==> config.mk <==
export PLATFORM = sky130hd
export DESIGN_NAME = collision_detector_flat
export DESIGN_NICKNAME = d
export VERILOG_FILES = /design/src/rtl/collision_detector_pkg.sv /design/src/rtl/collision_detector_if.sv /design/src/rtl/collision_detector_box_hit_test.sv /design/src/rtl/collision_detector.sv /design/src/flat_wrapper.sv
export SDC_FILE = /design/constraint.sdc
export NUM_CORES = 1
export LEC_CHECK = 0
export CAP_MARGIN = 20
export CORE_AREA = 2 2 111 123
export CTS_CLUSTER_SIZE = 28
export DETAILED_ROUTE_END_ITERATION = 16
export DIE_AREA = 0 0 113 125
export SLEW_MARGIN = 0
export SYNTH_ARGS = -nofsm -noshare
export SYNTH_HDL_FRONTEND = slang
export SYNTH_SLANG_ARGS = --single-unit
==> constraint.sdc <==
create_clock -name pclk -period 2.8 [get_ports pclk]
set_clock_uncertainty 0.15 [all_clocks]
set_input_delay 0.56 -clock pclk [delete_from_list [all_inputs] [get_ports pclk]]
set_output_delay 0.56 -clock pclk [all_outputs]
set_load 0.03 [all_outputs]
==> src/rtl/collision_detector_pkg.sv <==
// collision_detector_pkg: shared game state encoding, coordinate width and "no obstacle pixel" encoding
package collision_detector_pkg;
  localparam int COORD_W = 12;
  typedef logic [COORD_W-1:0] coord_t;
  localparam coord_t NONE_X = '0;
  localparam coord_t NONE_Y = '0;
  typedef enum logic [1:0] {
    IDLE,
    ARMED,
    INVULN,
    GAME_OVER
  } state_t;
  function automatic logic is_pixel(input coord_t x, input coord_t y);
    return x != NONE_X || y != NONE_Y;
  endfunction
endpackage

==> src/rtl/collision_detector_if.sv <==
// collision_detector_if: master drives vsync_in/game_on/menu_on/obstacle_x,y/mouse_xpos,ypos; slave returns hit/lives/invuln/game_over
interface collision_detector_if;
  import collision_detector_pkg::*;
  logic       vsync_in;
  logic       game_on;
  logic       menu_on;
  coord_t     obstacle_x;
  coord_t     obstacle_y;
  coord_t     mouse_xpos;
  coord_t     mouse_ypos;
  logic       hit;
  logic [3:0] lives;
  logic       invuln;
  logic       game_over;
  modport master (
    output vsync_in, game_on, menu_on, obstacle_x, obstacle_y, mouse_xpos, mouse_ypos,
    input  hit, lives, invuln, game_over
  );
  modport slave (
    input  vsync_in, game_on, menu_on, obstacle_x, obstacle_y, mouse_xpos, mouse_ypos,
    output hit, lives, invuln, game_over
  );
endinterface

==> src/rtl/collision_detector_box_hit_test.sv <==
// collision_detector_box_hit_test: two-stage registered test of pixel px/py/valid against cursor box at mx/my, result in_box
module collision_detector_box_hit_test
  import collision_detector_pkg::*;
#(
  parameter int CURSOR_W = 16,
  parameter int CURSOR_H = 16
) (
  input  logic   pclk,
  input  logic   rst_n,
  input  coord_t px,
  input  coord_t py,
  input  logic   valid,
  input  coord_t mx,
  input  coord_t my,
  output logic   in_box
);
  localparam logic [COORD_W:0] BOX_W = (COORD_W+1)'(CURSOR_W);
  localparam logic [COORD_W:0] BOX_H = (COORD_W+1)'(CURSOR_H);
  coord_t x_q;
  coord_t y_q;
  logic   v_q;
  logic [COORD_W:0] xe;
  logic [COORD_W:0] ye;
  logic [COORD_W:0] mxe;
  logic [COORD_W:0] mye;
  logic   hit_c;
  assign xe  = {1'b0, x_q};
  assign ye  = {1'b0, y_q};
  assign mxe = {1'b0, mx};
  assign mye = {1'b0, my};
  assign hit_c = v_q && xe >= mxe && xe < mxe + BOX_W && ye >= mye && ye < mye + BOX_H;
  always_ff @(posedge pclk) begin
    if (!rst_n) begin
      x_q    <= '0;
      y_q    <= '0;
      v_q    <= 1'b0;
      in_box <= 1'b0;
    end else begin
      x_q    <= px;
      y_q    <= py;
      v_q    <= valid;
      in_box <= hit_c;
    end
  end
endmodule

==> src/rtl/collision_detector.sv <==
// collision_detector: per-frame cursor/obstacle collision, lives, invulnerability and game-over; ports pclk, rst_n, bus (slave)
module collision_detector
  import collision_detector_pkg::*;
#(
  parameter int CURSOR_W      = 16,
  parameter int CURSOR_H      = 16,
  parameter int START_LIVES   = 3,
  parameter int INVULN_FRAMES = 60
) (
  input logic                 pclk,
  input logic                 rst_n,
  collision_detector_if.slave bus
);
  localparam int CNT_W = INVULN_FRAMES > 1 ? $clog2(INVULN_FRAMES) : 1;
  state_t     state;
  state_t     state_n;
  logic       vsync_q;
  logic       vsync_q2;
  logic       frame_edge;
  coord_t     mx;
  coord_t     my;
  logic       in_box;
  logic       frame_hit;
  logic       frame_hit_n;
  logic [3:0] lives_q;
  logic [3:0] lives_n;
  logic       hit_q;
  logic       hit_n;
  logic       invuln_q;
  logic       invuln_n;
  logic       go_q;
  logic       go_n;
  logic [CNT_W-1:0] cnt_q;
  logic [CNT_W-1:0] cnt_n;
  logic       stop;
  assign frame_edge = vsync_q & ~vsync_q2;
  assign stop       = bus.menu_on | ~bus.game_on;
  collision_detector_box_hit_test #(
    .CURSOR_W(CURSOR_W),
    .CURSOR_H(CURSOR_H)
  ) u_box (
    .pclk  (pclk),
    .rst_n (rst_n),
    .px    (bus.obstacle_x),
    .py    (bus.obstacle_y),
    .valid (is_pixel(bus.obstacle_x, bus.obstacle_y)),
    .mx    (mx),
    .my    (my),
    .in_box(in_box)
  );
  always_ff @(posedge pclk) begin
    if (!rst_n) begin
      state     <= IDLE;
      vsync_q   <= 1'b0;
      vsync_q2  <= 1'b0;
      mx        <= '0;
      my        <= '0;
      frame_hit <= 1'b0;
      lives_q   <= '0;
      hit_q     <= 1'b0;
      invuln_q  <= 1'b0;
      go_q      <= 1'b0;
      cnt_q     <= '0;
    end else begin
      state     <= state_n;
      vsync_q   <= bus.vsync_in;
      vsync_q2  <= vsync_q;
      mx        <= frame_edge ? bus.mouse_xpos : mx;
      my        <= frame_edge ? bus.mouse_ypos : my;
      frame_hit <= frame_hit_n;
      lives_q   <= lives_n;
      hit_q     <= hit_n;
      invuln_q  <= invuln_n;
      go_q      <= go_n;
      cnt_q     <= cnt_n;
    end
  end
  // The closing frame also counts an in_box arriving on the edge cycle itself.
  always_comb begin
    state_n     = state;
    lives_n     = lives_q;
    invuln_n    = invuln_q;
    cnt_n       = cnt_q;
    frame_hit_n = frame_hit;
    hit_n       = 1'b0;
    go_n        = go_q;
    case (state)
      IDLE: begin
        lives_n     = '0;
        frame_hit_n = 1'b0;
        if (!stop) begin
          lives_n = 4'(START_LIVES);
          go_n    = 1'b0;
          state_n = ARMED;
        end
      end
      ARMED: begin
        if (frame_edge) begin
          frame_hit_n = 1'b0;
          if ((frame_hit || in_box) && lives_q != '0) begin
            hit_n    = 1'b1;
            lives_n  = lives_q - 4'd1;
            go_n     = lives_q == 4'd1;
            invuln_n = lives_q != 4'd1;
            cnt_n    = lives_q == 4'd1 ? cnt_q : CNT_W'(INVULN_FRAMES - 1);
            state_n  = lives_q == 4'd1 ? GAME_OVER : INVULN;
          end
        end else if (in_box) begin
          frame_hit_n = 1'b1;
        end
      end
      INVULN: begin
        frame_hit_n = 1'b0;
        if (frame_edge) begin
          invuln_n = cnt_q != '0;
          cnt_n    = cnt_q == '0 ? cnt_q : cnt_q - CNT_W'(1);
          state_n  = cnt_q == '0 ? ARMED : INVULN;
        end
      end
      default: begin
        go_n        = 1'b1;
        lives_n     = '0;
        frame_hit_n = 1'b0;
      end
    endcase
    if (stop) begin
      state_n     = IDLE;
      lives_n     = '0;
      invuln_n    = 1'b0;
      cnt_n       = '0;
      frame_hit_n = 1'b0;
      hit_n       = 1'b0;
      go_n        = 1'b0;
    end
  end
  assign bus.hit       = hit_q;
  assign bus.lives     = lives_q;
  assign bus.invuln    = invuln_q;
  assign bus.game_over = go_q;
endmodule

==> src/flat_wrapper.sv <==
// flat-port wrapper written by rule: the top's interface ports become plain ports
module collision_detector_flat import collision_detector_pkg::*;
#(
  parameter int CURSOR_W      = 16,
  parameter int CURSOR_H      = 16,
  parameter int START_LIVES   = 3,
  parameter int INVULN_FRAMES = 60
)
  (pclk, rst_n, bus_vsync_in, bus_game_on, bus_menu_on, bus_obstacle_x, bus_obstacle_y, bus_mouse_xpos, bus_mouse_ypos, bus_hit, bus_lives, bus_invuln, bus_game_over);
  collision_detector_if bus_i ();
  input logic pclk;
  input logic rst_n;
  input wire logic [$bits(bus_i.vsync_in)-1:0] bus_vsync_in;
  input wire logic [$bits(bus_i.game_on)-1:0] bus_game_on;
  input wire logic [$bits(bus_i.menu_on)-1:0] bus_menu_on;
  input wire logic [$bits(bus_i.obstacle_x)-1:0] bus_obstacle_x;
  input wire logic [$bits(bus_i.obstacle_y)-1:0] bus_obstacle_y;
  input wire logic [$bits(bus_i.mouse_xpos)-1:0] bus_mouse_xpos;
  input wire logic [$bits(bus_i.mouse_ypos)-1:0] bus_mouse_ypos;
  output wire logic [$bits(bus_i.hit)-1:0] bus_hit;
  output wire logic [$bits(bus_i.lives)-1:0] bus_lives;
  output wire logic [$bits(bus_i.invuln)-1:0] bus_invuln;
  output wire logic [$bits(bus_i.game_over)-1:0] bus_game_over;
  assign bus_i.vsync_in = bus_vsync_in;
  assign bus_i.game_on = bus_game_on;
  assign bus_i.menu_on = bus_menu_on;
  assign bus_i.obstacle_x = bus_obstacle_x;
  assign bus_i.obstacle_y = bus_obstacle_y;
  assign bus_i.mouse_xpos = bus_mouse_xpos;
  assign bus_i.mouse_ypos = bus_mouse_ypos;
  assign bus_hit = bus_i.hit;
  assign bus_lives = bus_i.lives;
  assign bus_invuln = bus_i.invuln;
  assign bus_game_over = bus_i.game_over;
  collision_detector #(.CURSOR_W(CURSOR_W), .CURSOR_H(CURSOR_H), .START_LIVES(START_LIVES), .INVULN_FRAMES(INVULN_FRAMES)) u_core (.pclk(pclk), .rst_n(rst_n), .bus(bus_i));
endmodule
==> summary.md, run 1 <==
| Metric | Value |
|---|---|
| Most common cell in the netlist | `dfxtp_1` |
| Number of remaining DRC errors | `4` |
| Relative slew slack | `55.30%` |
| Setup TNS | `0 ps` |
| Post-CTS setup buffer count | `0` |
| Largest net degree at the start of global routing | `36` |
| Outcome | `complete, but fails checks` |
| Post-detail-place hpwl | `6.838 mm` |
| Commonest cells post-synth | `dfxtp_1, nand2_1, ha_1, inv_1` |
| # hold bufs at CTS | `0` |
| Gr ovfl total | `0` |
| CTS sink cnt | `68` |
| Number of top-level pins | `60` |
| Setup violators final | `0` |
| CTS tree | `done` |
| Post-Syn Nets | `540` |
| Fin crit share | `88.23%` |
| Crit path required time | `2880 ps` |
| Avg Cell Area, Syn | `8.647 um^2` |
| RSZ-0062 raised after global routing | `false` |
| Min Clock Period, post-route | `2470 ps` |
| Reg-to-reg startpoint | `u_core.my[4]` |
| Top-area cell type share of the netlist area | `35.94%` |
| Worst vdd ir | `0.2284 mV` |
| Port Buffers | `59` |
| Measured slew at the worst slew-check pin | `668.5 ps` |
| Non-Filler Instances | `665` |
| Worst-Skew Late Latency | `330 ps` |
| Chip Width | `113 um` |
| Top cells by area, synth | `dfxtp_1, ha_1, nand2_1` |
| WL final | `9.116 mm` |
| Post-Synthesis Cells | `438` |
| TritonRoute pass-1 iters | `10` |
| CP endpoint kind | `flop` |
| Worst setup path endpoint | `u_core.u_box.in_box` |
| Final nets | `601` |
| Die Y | `125 um` |
| Leakage power | `1.888 nW` |
| Ant. Diodes | `0` |
| Htree depth | `3` |
| Worst Path Max Fanout | `7` |
| Max Cap Violations | `0` |
| Post-synth EDFFs | `0` |
| Detailed-route via count | `3,196` |
| Hold crit path type | `flop to flop` |
| Core Area | `12,990 um^2` |
| Initial core utilization | `29.15%` |
| Power Dens Cells | `554.9 nW/um^2` |
| Clk slew on worst S/H paths | `60 ps` |
| Number of global-route vias before repair | `3,399` |
| Largest area contributor in the netlist | `dfxtp_1` |
| Starting DRT DRC Count | `118` |
| Fraction of registers with async set/reset | `0%` |
| Placement row count | `44` |
| Worst EP arrival | `2550 ps` |
| CTS max path bufs | `2` |
| F_max | `0.4048 GHz` |
| Num CTS Buffers | `9` |
| Fill count | `1,305` |
| PostCTS Resize Cnt | `0` |
| Number of antenna violations at the first check in global routing | `0` |
| Clk root buf | `clkbuf_16` |
| Final hold vios | `0` |
| Vias per cell | `4.806` |
| First-pass GRT wire length | `15.44 mm` |
| Failing checks | `design-rule violations` |
| Share of layout cells above drive strength 1 | `5.357%` |
| FF-to-FF End | `u_core.u_box.in_box` |
| Gp weighted congestion | `0.9239` |
| Cell Area, Synth | `3787 um^2` |
| Count of cell types in the netlist | `41` |
| Die Area | `14,130 um^2` |
| R2R depth | `9` |
| Worst reg2reg setup slack | `330 ps` |
| Tot Pwr | `2.726 mW` |
| Top FF cell, synth | `dfxtp_1` |
| Crit Path Class | `flop to flop` |
| Nature of the critical path startpoint | `flop` |
| Critical path startpoint | `u_core.my[4]` |
| Placed Instances | `649` |
| Avg WL per Cell | `13.71 um` |
| Overall Global Routing Usage | `13.64%` |
| Antenna-violating nets left | `0` |
| Layout area overhead | `29.70%` |
| Final Max Slew Viols | `0` |
| Synth warn | `0` |
| #FFs+latches synth | `68` |
| Register area share after synthesis | `35.94%` |
-- cell usage in the layout (no fill, tap or decap), drive strengths merged, types with 2 or more instances in the layout --
| cell | instances |
|---|---|
| nor3 | 9 |
| nand4 | 10 |
| buf | 6 |
| inv | 34 |
| nor4 | 8 |
| clkdlybuf4s50 | 59 |
| a211oi | 5 |
| xnor2 | 13 |
| nor3b | 2 |
| a311oi | 2 |
| nand2 | 61 |
| nand2b | 5 |
| a21boi | 25 |
| bufinv | 3 |
| clkbuf | 12 |
| nor2b | 2 |
| dfxtp | 68 |
| a21oi | 27 |
| o21ai | 7 |
| and2 | 27 |
| ha | 49 |
| o211ai | 2 |
| a2111oi | 2 |
| or3b | 2 |
| xor2 | 3 |
| nand3b | 2 |
| o2111ai | 2 |
| a21o | 7 |
| nor2 | 18 |
| o21a | 2 |
| and4 | 4 |
| nand3 | 14 |
| and3 | 2 |
-- through the flow --
step	worst slack, ps	hold WS [ps]	instance area, um^2	utilization [%]
after floorplan	366.0	293.5	3787	-
after global placement	450.3	303.7	4561	35.10
after detailed placement	380.3	309.7	4561	35.10
after CTS	367.9	317.4	4912	37.81
after global routing	72.73	332.5	4912	37.81
final	329.5	314.1	4912	37.81
-- sequential cells by signal, indices dropped and copies added (netlist names), 2 cells and up --
name	cells
u_core.bus.lives	4
u_core.cnt_q	6
u_core.mx	12
u_core.my	12
u_core.state	2
u_core.u_box.x_q	12
u_core.u_box.y_q	12
-- cells by family after synthesis --
family,after synthesis,synth area share [%]
flip-flops,68,35.94
AND/OR/NAND/NOR,171,23.79
AO/OA/AOI/OAI,85,15.33
adder cells (fa/ha/maj),49,16.19
XOR/XNOR,16,3.700
buffers and inverters,49,5.054
-- worst min-delay path by stage --
stage	startpoint	end	slack [ps]	depth (start not counted)
2_1_floorplan	u_core.mx[1]	u_core.mx[1]	290	2
3_3_place_gp	u_core.my[1]	u_core.my[1]	300	2
3_5_place_dp	u_core.my[2]	u_core.my[2]	310	2
4_1_cts	u_core.my[2]	u_core.my[2]	320	2
5_1_grt	u_core.mx[3]	u_core.mx[3]	330	2
6_report	u_core.my[2]	u_core.my[2]	310	2
-- per-layer routing --
metal	vias to the layer above	GRT usage [%]	routed length, um
met5	-	0	0
met1	1480	16.20	4197
met4	0	6.815	261
met3	18	2.521	312
met2	56	23.42	4344
li1	1642	-	-
-- area by class of cell --
type | count | area, um^2 | share of cell area [%]
flip-flops and latches | 68 | 1361 | 27.71
clock inverters | 4 | 95.09 | 1.936
repair buffers | 65 | 635.6 | 12.94
inverters | 34 | 127.6 | 2.598
clock buffers | 12 | 256.5 | 5.222
well taps | 161 | 201.4 | 4.101
multi-input cells | 321 | 2235 | 45.49
-- power breakdown --
part	internal, mW	leakage (nW)	switching (mW)
clock	0.917	0.173	0.416
combinational	0.184	1.16	0.167
sequential	1.01	0.558	0.0319
-- critical path: stages (launching register included) --
cell      delay (ps)
dfxtp_1          470
ha_1             290
nand3_1          130
xnor2_1          160
ha_1             340
a21oi_1          160
o21ai_0          120
o21ai_0          180
nand4_1          100
a311oi_1         280
Note: power is estimated with default switching activity, not from simulation.
==> run 2: changes to the inputs <==
--- a/config.mk
+++ b/config.mk
@@ -10,6 +10,7 @@
 export CTS_CLUSTER_SIZE = 28
 export DETAILED_ROUTE_END_ITERATION = 16
 export DIE_AREA = 0 0 113 125
+export GPL_TIMING_DRIVEN = 1
 export SLEW_MARGIN = 0
 export SYNTH_ARGS = -nofsm -noshare
 export SYNTH_HDL_FRONTEND = slang
==> results of run 2 <==
No change in the layout: final DEF, timing and power equal those of run 1.
==> run 3: changes to the inputs <==
--- a/config.mk
+++ b/config.mk
@@ -11,6 +11,7 @@
 export DETAILED_ROUTE_END_ITERATION = 16
 export DIE_AREA = 0 0 113 125
 export GPL_TIMING_DRIVEN = 1
+export SETUP_SLACK_MARGIN = 0.4
 export SLEW_MARGIN = 0
 export SYNTH_ARGS = -nofsm -noshare
 export SYNTH_HDL_FRONTEND = slang
==> run 3 against run 2 <==
  * The run still ends with design-rule violations left
  * Fmax rose by 8.5%
  * Global-route usage down 0.13 points
  * Final cell count rose by 0.30%
  * Non-clock buffer count is 2 higher
  * Clock power is 24% lower
  * Setup slack gained 190 ps
  * First-iteration DRC count down 29%
  * Final area fell by 0.94%
  * Critical path type unchanged
==> summary.md, run 3 (synthesized netlist as in run 1, its figures left out) <==
| Metric | Value |
|---|---|
| Hold crit path type | `flop to flop` |
| Chip Width | `113 um (unchanged)` |
| Overall Global Routing Usage | `13.50% (-0.13 points)` |
| Measured slew at the worst slew-check pin | `699.6 ps (+31.16 ps)` |
| Nature of the critical path startpoint | `flop` |
| Worst-Skew Late Latency | `330 ps (about the same)` |
| Largest net degree at the start of global routing | `35 (-2.8%)` |
| # hold bufs at CTS | `0 (unchanged)` |
| Final hold vios | `0 (unchanged)` |
| F_max | `0.4393 GHz (+8.5%)` |
| Number of global-route vias before repair | `3,235 (-4.8%)` |
| Max Cap Violations | `0 (unchanged)` |
| Clk slew on worst S/H paths | `50 ps (about the same)` |
| Port Buffers | `59 (unchanged)` |
| Gr ovfl total | `0 (unchanged)` |
| Number of remaining DRC errors | `1 (-3)` |
| Starting DRT DRC Count | `84 (-29%)` |
| Num CTS Buffers | `9 (unchanged)` |
| TritonRoute pass-1 iters | `12 (+2)` |
| CTS sink cnt | `68 (unchanged)` |
| Final Max Slew Viols | `0 (unchanged)` |
| Post-detail-place hpwl | `6.960 mm (+1.8%)` |
| Tot Pwr | `2.403 mW (-12%)` |
| CTS tree | `done` |
| Number of antenna violations at the first check in global routing | `0 (unchanged)` |
| Share of layout cells above drive strength 1 | `7.510% (+2.2 points)` |
| Fin crit share | `81.30% (-6.9 points)` |
| Worst Path Max Fanout | `3 (-4)` |
| Initial core utilization | `29.15% (unchanged)` |
| Vias per cell | `4.765 (-0.86%)` |
| Clk root buf | `clkbuf_16` |
| Crit Path Class | `flop to flop` |
| RSZ-0062 raised after global routing | `false` |
| Crit path required time | `2890 ps (about the same)` |
| Worst vdd ir | `0.2598 mV (+14%)` |
| Core Area | `12,990 um^2 (unchanged)` |
| Final nets | `603 (+0.33%)` |
| Outcome | `complete, but fails checks` |
| Leakage power | `1.860 nW (-1.5%)` |
| Commonest non-fill, non-tap cells in the layout | `nand2_1, clkdlybuf4s50_1, dfxtp_1` |
| Number of top-level pins | `60 (unchanged)` |
| Htree depth | `3 (unchanged)` |
| Worst reg2reg setup slack | `520 ps (+190 ps)` |
| WL final | `9.036 mm (-0.88%)` |
| CP endpoint kind | `flop` |
| Die Y | `125 um (unchanged)` |
| Setup TNS | `0 ps (unchanged)` |
| Power Dens Cells | `493.8 nW/um^2 (-11%)` |
| Relative slew slack | `53.22% (-2.1 points)` |
| Layout area overhead | `28.48%` |
| Avg WL per Cell | `13.55 um (-1.2%)` |
| Min Clock Period, post-route | `2276 ps (-194.0 ps)` |
| Failing checks | `design-rule violations` |
| Detailed-route via count | `3,178 (-0.56%)` |
| Setup violators final | `0 (unchanged)` |
| Ant. Diodes | `0 (unchanged)` |
| First-pass GRT wire length | `15.20 mm (-1.6%)` |
| Antenna-violating nets left | `0 (unchanged)` |
| Most common cell after layout, fill and taps aside | `nand2_1` |
| CTS max path bufs | `2 (unchanged)` |
| Worst EP arrival | `2370 ps (-180 ps)` |
| Gp weighted congestion | `0.8759 (-5.2%)` |
| Die Area | `14,130 um^2 (unchanged)` |
| Placement row count | `44 (unchanged)` |
| Fill count | `1,330 (+1.9%)` |
-- run 3: cell count changes in the layout (fill, tap and decap cells not counted), moves of 3 or more --
cell | previous run | this run
dfxtp_2 | 0 | 6
bufinv_16 | 3 | 0
dfxtp_1 | 68 | 59
dfxtp_4 | 0 | 3
clkbuf_1 | 1 | 4
-- run 3: through the flow --
step | cell area (um^2) | hold WS (ps) | instances | worst slack [ps] | utilization, %
4_1_cts | 4828 | 321.6 | 665 | 416.8 | 37.16
3_3_place_gp | 4563 | 302.8 | 649 | 504.2 | 35.12
3_5_place_dp | 4563 | 313.0 | 649 | 422.4 | 35.12
2_1_floorplan | 3790 | 293.5 | 438 | 499.4 | -
5_1_grt | 4866 | 342.1 | 667 | 394.0 | 37.45
6_report | 4866 | 316.9 | 667 | 523.6 | 37.45
-- run 3: worst paths after layout --
check	start	to	depth (start not counted)
worst max-delay path	u_core.my[9]	u_core.u_box.in_box	9
worst max register to register	u_core.my[9]	u_core.u_box.in_box	9
worst min-delay path	u_core.mx[0]	u_core.mx[0]	2
worst min register to register	u_core.mx[0]	u_core.mx[0]	2
-- run 3: layout make-up --
type	count	area (um^2)	area share (%)
clock inverters	2	10.01	0.2057
well taps	161	201.4	4.140
flip-flops and latches	68	1380	28.36
inverters	34	127.6	2.623
clock buffers	14	254.0	5.220
multi-input cells	321	2242	46.08
repair buffers	67	650.6	13.37
-- run 3: power by group --
part | internal (mW) | total [mW] | switching [mW] | leakage (nW)
sequential | 1.01 | 1.04 | 0.0318 | 0.563
clock | 0.621 | 1.01 | 0.391 | 0.131
combinational | 0.185 | 0.350 | 0.165 | 1.17
-- run 3: worst max-delay path: stages, from the launching register on --
cell and delay [ps]:
dfxtp_1 360, and4_4 240, nand4_1 110, xnor2_1 150, ha_1 330, a21oi_1 150, a21oi_1 80, nor4_1 260
nand4_1 130, a311oi_1 220
-- run 3: per-layer routing --
layer  track usage [%]  share of wire (%)
met5                 0                  0
met4             5.811                2.5
met3             3.539                3.9
met2             22.19                 47
met1             16.64                 46
-- run 3: what timing repair did --
action / in CTS / in global routing
buffers inserted: 0 / 2
setup endpoints to repair: 1 / 5
pin swaps: 0 / 6
resized for setup: 1 / 12
